### src/rtl/wb_arbiter_if.sv
// Writeback arbiter bus bundle: ALU/LSU result inputs, register-file write port,
// and the hazard-facing status outputs.
interface wb_arbiter_if #(
   parameter int DEPTH = 4
);
   logic                     alu_valid;
   logic [4:0]               alu_rd;
   logic [31:0]              alu_data;
   logic                     lsu_valid;
   logic                     lsu_ready;
   logic [4:0]               lsu_rd;
   logic [31:0]              lsu_data;
   logic                     WriteEnable_3;
   logic [4:0]               Address_3;
   logic [31:0]              WriteData_3;
   logic [31:0]              pending_mask;
   logic [$clog2(DEPTH):0]   fifo_count;

   modport master (
      output alu_valid, alu_rd, alu_data,
      output lsu_valid, lsu_rd, lsu_data,
      input  lsu_ready,
      input  WriteEnable_3, Address_3, WriteData_3,
      input  pending_mask, fifo_count
   );

   modport slave (
      input  alu_valid, alu_rd, alu_data,
      input  lsu_valid, lsu_rd, lsu_data,
      output lsu_ready,
      output WriteEnable_3, Address_3, WriteData_3,
      output pending_mask, fifo_count
   );
endinterface

### src/rtl/wb_arbiter.sv
// Owns the register-file write port: ALU results win immediately, LSU results
// queue in an in-order FIFO whose entries can be killed by younger ALU writes.
module wb_arbiter #(
   parameter int DEPTH = 4
) (
   input  logic         clk,
   input  logic         rst_n,
   wb_arbiter_if.slave  bus
);
   localparam int AW = $clog2(DEPTH);
   localparam int CW = AW + 1;

   logic [DEPTH-1:0] live_q;
   logic [4:0]       rd_q   [DEPTH];
   logic [31:0]      data_q [DEPTH];
   logic [AW-1:0]    wr_ptr;
   logic [AW-1:0]    rd_ptr;
   logic [CW-1:0]    count_q;

   logic             lsu_ready;
   logic             alu_win;
   logic             push;
   logic             head_valid;
   logic             head_live;
   logic             pop;
   logic             wr_head;
   logic [DEPTH-1:0] kill;
   logic [31:0]      pending;

   assign lsu_ready  = (count_q < CW'(DEPTH));
   assign alu_win    = bus.alu_valid && (bus.alu_rd != 5'd0);
   // rd == 0 completes the handshake but never occupies a slot
   assign push       = bus.lsu_valid && lsu_ready && (bus.lsu_rd != 5'd0);
   assign head_valid = (count_q != '0);
   assign head_live  = head_valid && live_q[rd_ptr];
   // dead heads drain every cycle; live heads only when the ALU leaves the port free
   assign pop        = head_valid && (!head_live || !alu_win);
   assign wr_head    = head_live && !alu_win;

   always_comb begin
      kill = '0;
      for (int i = 0; i < DEPTH; i++) begin
         kill[i] = alu_win && (rd_q[i] == bus.alu_rd);
      end
   end

   always_comb begin
      pending = '0;
      for (int i = 0; i < DEPTH; i++) begin
         if (live_q[i]) begin
            pending[rd_q[i]] = 1'b1;
         end
      end
      pending[0] = 1'b0;
   end

   // live bits are cleared on pop so only occupied entries contribute to the mask
   always_ff @(posedge clk or negedge rst_n) begin
      if (!rst_n) begin
         live_q  <= '0;
         wr_ptr  <= '0;
         rd_ptr  <= '0;
         count_q <= '0;
      end else begin
         for (int i = 0; i < DEPTH; i++) begin
            if (kill[i]) begin
               live_q[i] <= 1'b0;
            end
         end
         if (pop) begin
            live_q[rd_ptr] <= 1'b0;
            rd_ptr         <= rd_ptr + AW'(1);
         end
         if (push) begin
            live_q[wr_ptr] <= 1'b1;
            wr_ptr         <= wr_ptr + AW'(1);
         end
         case ({push, pop})
            2'b10:   count_q <= count_q + CW'(1);
            2'b01:   count_q <= count_q - CW'(1);
            default: count_q <= count_q;
         endcase
      end
   end

   always_ff @(posedge clk) begin
      if (push) begin
         rd_q[wr_ptr]   <= bus.lsu_rd;
         data_q[wr_ptr] <= bus.lsu_data;
      end
   end

   always_ff @(posedge clk or negedge rst_n) begin
      if (!rst_n) begin
         bus.WriteEnable_3 <= 1'b0;
         bus.Address_3     <= 5'd0;
         bus.WriteData_3   <= 32'd0;
      end else begin
         bus.WriteEnable_3 <= alu_win || wr_head;
         if (alu_win) begin
            bus.Address_3   <= bus.alu_rd;
            bus.WriteData_3 <= bus.alu_data;
         end else if (wr_head) begin
            bus.Address_3   <= rd_q[rd_ptr];
            bus.WriteData_3 <= data_q[rd_ptr];
         end
      end
   end

   assign bus.lsu_ready    = lsu_ready;
   assign bus.pending_mask = pending;
   assign bus.fifo_count   = count_q;
endmodule
### src/flat_wrapper.sv
// flat-port wrapper written by rule: the top's interface ports become plain ports
module wb_arbiter_flat 
#(
   parameter int DEPTH = 4
)
  (clk, rst_n, bus_alu_valid, bus_alu_rd, bus_alu_data, bus_lsu_valid, bus_lsu_rd, bus_lsu_data, bus_lsu_ready, bus_WriteEnable_3, bus_Address_3, bus_WriteData_3, bus_pending_mask, bus_fifo_count);
  wb_arbiter_if #(.DEPTH(DEPTH)) bus_i ();
  input  logic clk;
  input  logic rst_n;
  input wire logic [$bits(bus_i.alu_valid)-1:0] bus_alu_valid;
  input wire logic [$bits(bus_i.alu_rd)-1:0] bus_alu_rd;
  input wire logic [$bits(bus_i.alu_data)-1:0] bus_alu_data;
  input wire logic [$bits(bus_i.lsu_valid)-1:0] bus_lsu_valid;
  input wire logic [$bits(bus_i.lsu_rd)-1:0] bus_lsu_rd;
  input wire logic [$bits(bus_i.lsu_data)-1:0] bus_lsu_data;
  output wire logic [$bits(bus_i.lsu_ready)-1:0] bus_lsu_ready;
  output wire logic [$bits(bus_i.WriteEnable_3)-1:0] bus_WriteEnable_3;
  output wire logic [$bits(bus_i.Address_3)-1:0] bus_Address_3;
  output wire logic [$bits(bus_i.WriteData_3)-1:0] bus_WriteData_3;
  output wire logic [$bits(bus_i.pending_mask)-1:0] bus_pending_mask;
  output wire logic [$bits(bus_i.fifo_count)-1:0] bus_fifo_count;
  assign bus_i.alu_valid = bus_alu_valid;
  assign bus_i.alu_rd = bus_alu_rd;
  assign bus_i.alu_data = bus_alu_data;
  assign bus_i.lsu_valid = bus_lsu_valid;
  assign bus_i.lsu_rd = bus_lsu_rd;
  assign bus_i.lsu_data = bus_lsu_data;
  assign bus_lsu_ready = bus_i.lsu_ready;
  assign bus_WriteEnable_3 = bus_i.WriteEnable_3;
  assign bus_Address_3 = bus_i.Address_3;
  assign bus_WriteData_3 = bus_i.WriteData_3;
  assign bus_pending_mask = bus_i.pending_mask;
  assign bus_fifo_count = bus_i.fifo_count;
  wb_arbiter #(.DEPTH(DEPTH)) u_core (.clk(clk), .rst_n(rst_n), .bus(bus_i));
endmodule
### config.mk
export PLATFORM = sky130hd
export DESIGN_NAME = wb_arbiter_flat
export DESIGN_NICKNAME = d
export VERILOG_FILES = /design/src/rtl/wb_arbiter_if.sv /design/src/rtl/wb_arbiter.sv /design/src/flat_wrapper.sv
export SDC_FILE = /design/constraint.sdc
export NUM_CORES = 1
export LEC_CHECK = 0
export ABC_CLOCK_PERIOD_IN_PS = 5600
export CAP_MARGIN = 20
export CORE_ASPECT_RATIO = 1.4
export CORE_MARGIN = 1
export CORE_UTILIZATION = 58
export CTS_CLUSTER_SIZE = 20
export DETAILED_ROUTE_END_ITERATION = 10
export PLACE_DENSITY = 0.87
export SLEW_MARGIN = 10
export SYNTH_ARGS = -nofsm -noshare
export SYNTH_HDL_FRONTEND = slang
export SYNTH_SLANG_ARGS = --single-unit
### constraint.sdc
create_clock -name clk -period 5.6 [get_ports clk]
set_input_delay 1.68 -clock clk [delete_from_list [all_inputs] [get_ports clk]]
set_output_delay 1.68 -clock clk [all_outputs]
set_load 0.03 [all_outputs]
==> results of run 1 <==
## cell type report
| class | count | area [sq um] |
|---|---|---|
| Clock buffer | 18 | 429.2 |
| Clock inverter | 14 | 158.9 |
| Multi-Input combinational cell | 334 | 3277 |
| Sequential cell | 197 | 5673 |
| Inverter | 14 | 52.55 |
| Fill cell | 914 | 4163 |
| Tap cell | 196 | 245.2 |
| Timing Repair Buffer | 156 | 1541 |
## cell usage after synthesis (2+ instances only)
cell type,instances
and3_1,5
nor3b_1,11
buf_1,3
o21bai_1,4
dfrtp_1,49
o21ai_0,3
nor3_1,5
nand2b_1,3
clkbuf_1,28
mux2_2,65
or2_2,4
xnor2_1,16
xor2_1,9
inv_1,14
mux4_2,38
nor2b_1,3
o211ai_1,5
edfxtp_1,148
a211o_1,2
and3b_1,6
o22ai_1,9
nand2_1,16
a22oi_1,12
nand3_1,11
o211a_1,2
buf_2,6
buf_6,5
o41ai_1,4
buf_4,3
o221ai_1,14
nor2_1,20
ha_1,9
or3b_2,6
a21oi_1,9
a221o_1,10
nand3b_1,11
and2_1,5
mux2i_1,7
## kinds of logic (layout without fill, tap and decap cells)
| kind of cell | Yosys count | count (layout) | synth area share, % |
|---|---|---|---|
| adder cells (fa/ha/maj) | 10 | 10 | 1.438 |
| AND/OR/NAND/NOR | 110 | 110 | 7.016 |
| flip-flops | 197 | 197 | 61.50 |
| XOR/XNOR | 25 | 25 | 2.375 |
| buffers and inverters | 59 | 202 | 3.013 |
| AO/OA/AOI/OAI | 78 | 78 | 6.636 |
| multiplexers | 110 | 110 | 17.98 |
| other | 1 | 1 | 0.04067 |
## metal layers
metal | global-route usage, % | vias up | part of all wire [%]
li1 | - | 2577 | -
met1 | 38.86 | 3134 | 33
met2 | 63.86 | 423 | 54
met3 | 7.616 | 102 | 6.9
met4 | 21.35 | 0 | 5.6
met5 | 0 | - | 0
## layout by cell type, fill, tap and decap left out, types with 14 or more instances in the layout
cell type / instances
clkdlybuf4s50_1: 149
edfxtp_1: 148
mux2_2: 65
dfrtp_1: 47
mux4_2: 38
nor2_1: 20
clkbuf_16: 17
nand2_1: 16
xnor2_1: 16
inv_1: 14
o221ai_1: 14
## worst max-delay path by stage
stage	endpoint	slack, ns
after detailed placement	u_core.bus.fifo_count[2]	0.91
after global placement	u_core.bus.fifo_count[2]	1.11
after global routing	bus_pending_mask[19]	1.02
after floorplan	u_core.bus.fifo_count[2]	1.70
after CTS	bus_pending_mask[10]	1.13
final	bus_pending_mask[19]	1.09
## stage by stage
step | std cells | utilization (%)
after global routing | 929 | 73.21
after CTS | 929 | 73.21
after global placement | 897 | 69.43
final | 929 | 73.21
after detailed placement | 897 | 69.43
after floorplan | 590 | -
## power breakdown
group | switching [mW] | internal (mW) | leakage (nW) | total, mW
clock network | 0.592 | 0.637 | 0.288 | 1.23
logic | 1.14 | 0.991 | 1.75 | 2.13
registers | 0.298 | 1.92 | 1.92 | 2.22
total | 2.03 | 3.55 | 3.96 | 5.58
## registers in the layout, indices dropped and copies added, names as in the netlist
signal and count:
u_core.data_q 128, u_core.bus.WriteData_3 32, u_core.rd_q 20, u_core.bus.Address_3 5, u_core.live_q 4, u_core.bus.fifo_count 3, u_core.rd_ptr 2, u_core.wr_ptr 2
u_core.bus.WriteEnable_3 1
==> run_results.csv, run 1 <==
group,metric,value,unit
sta,min_period,4.508,ns
synth,yosysTopAreaCell,"edfxtp_1",
setup_path,cp_data_required_time,3.92,ns
route,ant_nets,0,
floorplan,dieHeight,151.2,um
clock_network,cts_max_level,4,
floorplan,die_area,16410,sq um
synth,synthesis.nets,678,
power,powerDensity,490.1,nW/um^2
sta,worst_slew_pin_slew,1.068,ns
place,postPlaceCellArea,10790,sq um
setup_path,r2r-end,"u_core.bus.fifo_count[2]",
clock_network,cts_tree,"built",
synth,synth_seq_cells,197,
synth,synthTopCellsByArea,"edfxtp_1 48%, dfrtp_1 13%, mux4_2 9.3%, mux2_2 7.9%, xnor2_1 1.5%",
sta,holdWs,0.5167,ns
clock_network,cts_hold_buf,0,
setup_path,end_kind,"primary output",
worst_hold_path,min_path_cells,1,
cells_and_area,drive_gt1_share,21.83,%
setup_path,path_cells,"nor3b_1 -> nor2b_1 -> a41oi_1 -> o221ai_1 -> clkdlybuf4s50_1",
synth,synthCells,590,
route,wirelength,27.82,mm
setup_path,crit_path_max_fanout,12,
sta,rsz0062_at_grt,"no",
place,dpl.hpwl,17.93,mm
grt,grt_max_degree,50,
route,drcViolationCount,0,
setup_path,arrival,2.83,ns
sta,slew-limit-headroom,28.82,%
setup_path,r2r_cells,10,
floorplan,coreArea,15540,sq um
setup_path,critPathLaunch,"u_core.rd_q[2][4]",
cells_and_area,diodes,0,
power,vdd_drop_max,479.5,uV
worst_hold_path,hp-class,"reg -> reg",
route,routed-via-count,6236,
synth,synth_edf_count,148,
sta,fin_setup_tns,0,ns
floorplan,num_io_pins,152,
cells_and_area,design_area,11380,sq um
sta,report.final.slew_viol_count,0,
synth,yosysUniqueCellTypes,48,
grt,grt_overflow_total,0,
clock_network,cts_sinks,197,
place,portBuffers,150,
route,wl_per_cell,29.95,um
grt,grt_pass1_vias,6500,
synth,synth_top_area_share,48.20,%
floorplan,num_rows,54,
synth,synth-async-reset-ratio,24.87,%
sta,hold_viol,0,
setup_path,critPathSlowestCell,"clkdlybuf4s50_1",
synth,syn-cell-area,9220,sq um
floorplan,start_util,59.33,%
worst_hold_path,hold_start,"u_core.bus.WriteData_3[8]",
sta,setup_viol,0,
grt,antenna_found_initial,0,
cells_and_area,area_growth,23.40,%
clock_network,post-cts-setup-buffers,0,
clock_network,clkTransAtPathRegs,0.08,ns
sta,max_freq,0.2218,GHz
clock_network,insertion_delay,0.44,ns
clock_network,clk_path_buf_depth,2,
sta,setup_ws,1.092,ns
place,dp_slack,0.9051,ns
power,leakagePower,3.958,nW
setup_path,rrSetupSlack,2.14,ns
route,via_per_inst,6.713,
sta,fin_crit_sh,80.50,%
setup_path,cp-start-kind,"flop",
setup_path,critPathKind,"reg -> out",
setup_path,path_delay_family,"simple AND/OR/NAND/NOR gates",
route,drt_iter0_drc,633,
worst_hold_path,hold_path_end,"u_core.bus.WriteData_3[8]",
setup_path,rr_startpoint,"u_core.rd_ptr[0]",
synth,synth_ff_type,"edfxtp_1",
synth,syn_area_per_cell,15.63,sq um
place,gp_congestion,0.9598,
setup_path,cp.depth,5,
setup_path,path_buf_inv,1,
floorplan,fp.dieW,108.6,um
grt,grt_pass1_wl,41.01,mm
clock_network,cts-buffers-inserted,17,
run,max-cap-violations,0,
power,p_total,5.576,mW
sta,fin_skew,0.01294,ns
run_status,status,"completed",
route,dr.pass1.iters,8,
clock_network,clockRootBuffer,"clkbuf_16",
cells_and_area,nets,808,
synth,seq_area_frac_synth,61.50,%
setup_path,critPathMaxStageDelay,0.74,ns
synth,synth.yosys.warnings,0,
grt,grt_util_all_layers,35.89,%
clock_network,post_cts_resize_count,0,
(Power assumes the default switching activity.)
==> inputs of run 2 (changes only) <==
--- a/config.mk
+++ b/config.mk
@@ -5,14 +5,14 @@
 export SDC_FILE = /design/constraint.sdc
 export NUM_CORES = 1
 export LEC_CHECK = 0
-export ABC_CLOCK_PERIOD_IN_PS = 5600
+export ABC_CLOCK_PERIOD_IN_PS = 4100
 export CAP_MARGIN = 20
 export CORE_ASPECT_RATIO = 1.4
 export CORE_MARGIN = 1
-export CORE_UTILIZATION = 58
+export CORE_UTILIZATION = 48
 export CTS_CLUSTER_SIZE = 20
 export DETAILED_ROUTE_END_ITERATION = 10
-export PLACE_DENSITY = 0.87
+export PLACE_DENSITY = 0.77
 export SLEW_MARGIN = 10
 export SYNTH_ARGS = -nofsm -noshare
 export SYNTH_HDL_FRONTEND = slang
==> constraint.sdc (replaced) <==
create_clock -name clk -period 4.1 [get_ports clk]
set_input_delay 1.23 -clock clk [delete_from_list [all_inputs] [get_ports clk]]
set_output_delay 1.23 -clock clk [all_outputs]
set_load 0.03 [all_outputs]
==> run_results.csv, run 2 (synthesized netlist as in run 1, its figures left out) <==
group,metric,value,unit
grt,grt_max_degree,47,
power,vdd_drop_max,480.0,uV
sta,max_freq,0.2529,GHz
grt,grt_overflow_total,0,
floorplan,num_io_pins,152,
clock_network,clk_path_buf_depth,2,
setup_path,critPathMaxStageDelay,0.67,ns
floorplan,start_util,49.37,%
route,drt_iter0_drc,514,
clock_network,cts_hold_buf,0,
grt,grt_util_all_layers,24.32,%
cells_and_area,largest_reg_flops,128,
setup_path,rr_startpoint,"u_core.live_q[2]",
grt,grt_pass1_wl,35.87,mm
floorplan,dieHeight,166.0,um
sta,min_period,3.955,ns
clock_network,insertion_delay,0.43,ns
clock_network,clockRootBuffer,"clkbuf_16",
sta,fin_skew,0.009294,ns
place,dp.cells,957,
clock_network,cts_tree,"built",
sta,fin_setup_tns,0,ns
cells_and_area,nets,820,
route,dr.pass1.iters,5,
setup_path,critPathLaunch,"u_core.rd_q[2][2]",
grt,grt_pass1_vias,6265,
setup_path,critPathKind,"reg -> out",
setup_path,r2r_cells,9,
setup_path,cp_data_required_time,2.87,ns
route,drcViolationCount,0,
sta,hold_viol,0,
cells_and_area,largestRegisters,"u_core.data_q (128), u_core.bus.WriteData_3 (32), u_core.rd_q (20)",
route,ant_nets,0,
worst_hold_path,min_path_cells,1,
clock_network,cts_max_level,4,
setup_path,path_delay_family,"buffers and inverters",
worst_hold_path,hold_path_end,"u_core.bus.WriteData_3[14]",
floorplan,die_area,19780,sq um
floorplan,num_rows,59,
setup_path,path_buf_inv,1,
setup_path,cp-start-kind,"flop",
cells_and_area,largest_register,"u_core.data_q",
power,powerDensity,635.4,nW/um^2
run_status,status,"completed",
cells_and_area,final_cell_mix,"149 x clkdlybuf4s50_1, 148 x edfxtp_1, 65 x mux2_2, 47 x dfrtp_1, 38 x mux4_2",
setup_path,end_kind,"primary output",
clock_network,post_cts_resize_count,0,
setup_path,crit_path_max_fanout,12,
cells_and_area,stdcell_count,990,
route,routed-via-count,5878,
sta,report.final.slew_viol_count,0,
setup_path,rrSetupSlack,1.51,ns
clock_network,clkTransAtPathRegs,0.08,ns
sta,rsz0062_at_grt,"no",
clock_network,cts-buffers-inserted,17,
power,leakagePower,4.021,nW
cells_and_area,area_growth,25.34,%
worst_hold_path,hp-class,"reg -> reg",
floorplan,coreArea,18680,sq um
setup_path,path_cells,"or3b_2 -> o32ai_1 -> a221o_1 -> clkdlybuf4s50_1",
grt,antenna_found_initial,1,
route,wl_per_cell,23.47,um
sta,setup_viol,0,
place,gp_congestion,0.9710,
place,portBuffers,150,
floorplan,fp.dieW,119.1,um
sta,fin_crit_sh,96.45,%
run,max-cap-violations,0,
setup_path,arrival,2.72,ns
clock_network,post-cts-setup-buffers,0,
clock_network,cts_sinks,197,
sta,slew-limit-headroom,27.47,%
setup_path,critPathSlowestCell,"clkdlybuf4s50_1",
power,p_total,7.342,mW
cells_and_area,final_common_cell,"clkdlybuf4s50_1",
cells_and_area,drive_gt1_share,23.22,%
place,dpl.hpwl,16.10,mm
route,via_per_inst,5.937,
sta,worst_slew_pin_slew,1.088,ns
route,wirelength,23.24,mm
worst_hold_path,hold_start,"u_core.bus.WriteData_3[14]",
setup_path,r2r-end,"u_core.bus.fifo_count[2]",
cells_and_area,fillCellCount,1370,
run 2: area by class of cell:
cell class | count | area, sq um | share of cell area (%)
antenna | 1 | 2.502 | 0.02165
clock buffer | 18 | 439.2 | 3.800
clock inverter | 14 | 137.6 | 1.191
inverter | 14 | 52.55 | 0.4547
multi-input combinational | 334 | 3277 | 28.36
sequential | 197 | 5673 | 49.09
tap | 244 | 305.3 | 2.642
timing repair buffer | 168 | 1669 | 14.44
run 2: per-layer routing:
metal	track usage [%]	vias to the layer above	wire length, um
met5	0	-	0
met4	11.67	0	867
met3	4.739	57	1262
met2	44.54	249	12710
met1	26.62	2968	8395
li1	-	2604	-
run 2: worst max path at each step:
stage | cells past startpoint | end
2_1_floorplan | 10 | u_core.bus.fifo_count[2]
3_3_place_gp | 10 | u_core.bus.fifo_count[2]
3_5_place_dp | 10 | u_core.bus.fifo_count[2]
4_1_cts | 4 | bus_pending_mask[10]
5_1_grt | 6 | bus_pending_mask[19]
6_report | 4 | bus_pending_mask[10]
run 2: stage by stage:
| step | cell area (sq um) | worst slack [ns] | utilization (%) | hold slack, ns |
|---|---|---|---|---|
| 5_1_grt | 11560 | 0.01987 | 61.87 | 0.5207 |
| 3_3_place_gp | 10980 | 0.2393 | 58.77 | 0.4908 |
| 6_report | 11560 | 0.1454 | 61.87 | 0.5094 |
| 2_1_floorplan | 9220 | 0.6470 | - | 0.5649 |
| 4_1_cts | 11550 | 0.1552 | 61.86 | 0.5130 |
| 3_5_place_dp | 10980 | 0.1960 | 58.77 | 0.4954 |
run 2: power breakdown:
part,total (mW),internal (mW),leakage (nW),switching [mW]
Sequential,2.88,2.62,1.92,0.262
Clock,1.59,0.823,0.282,0.768
Combinational,2.87,1.37,1.82,1.50
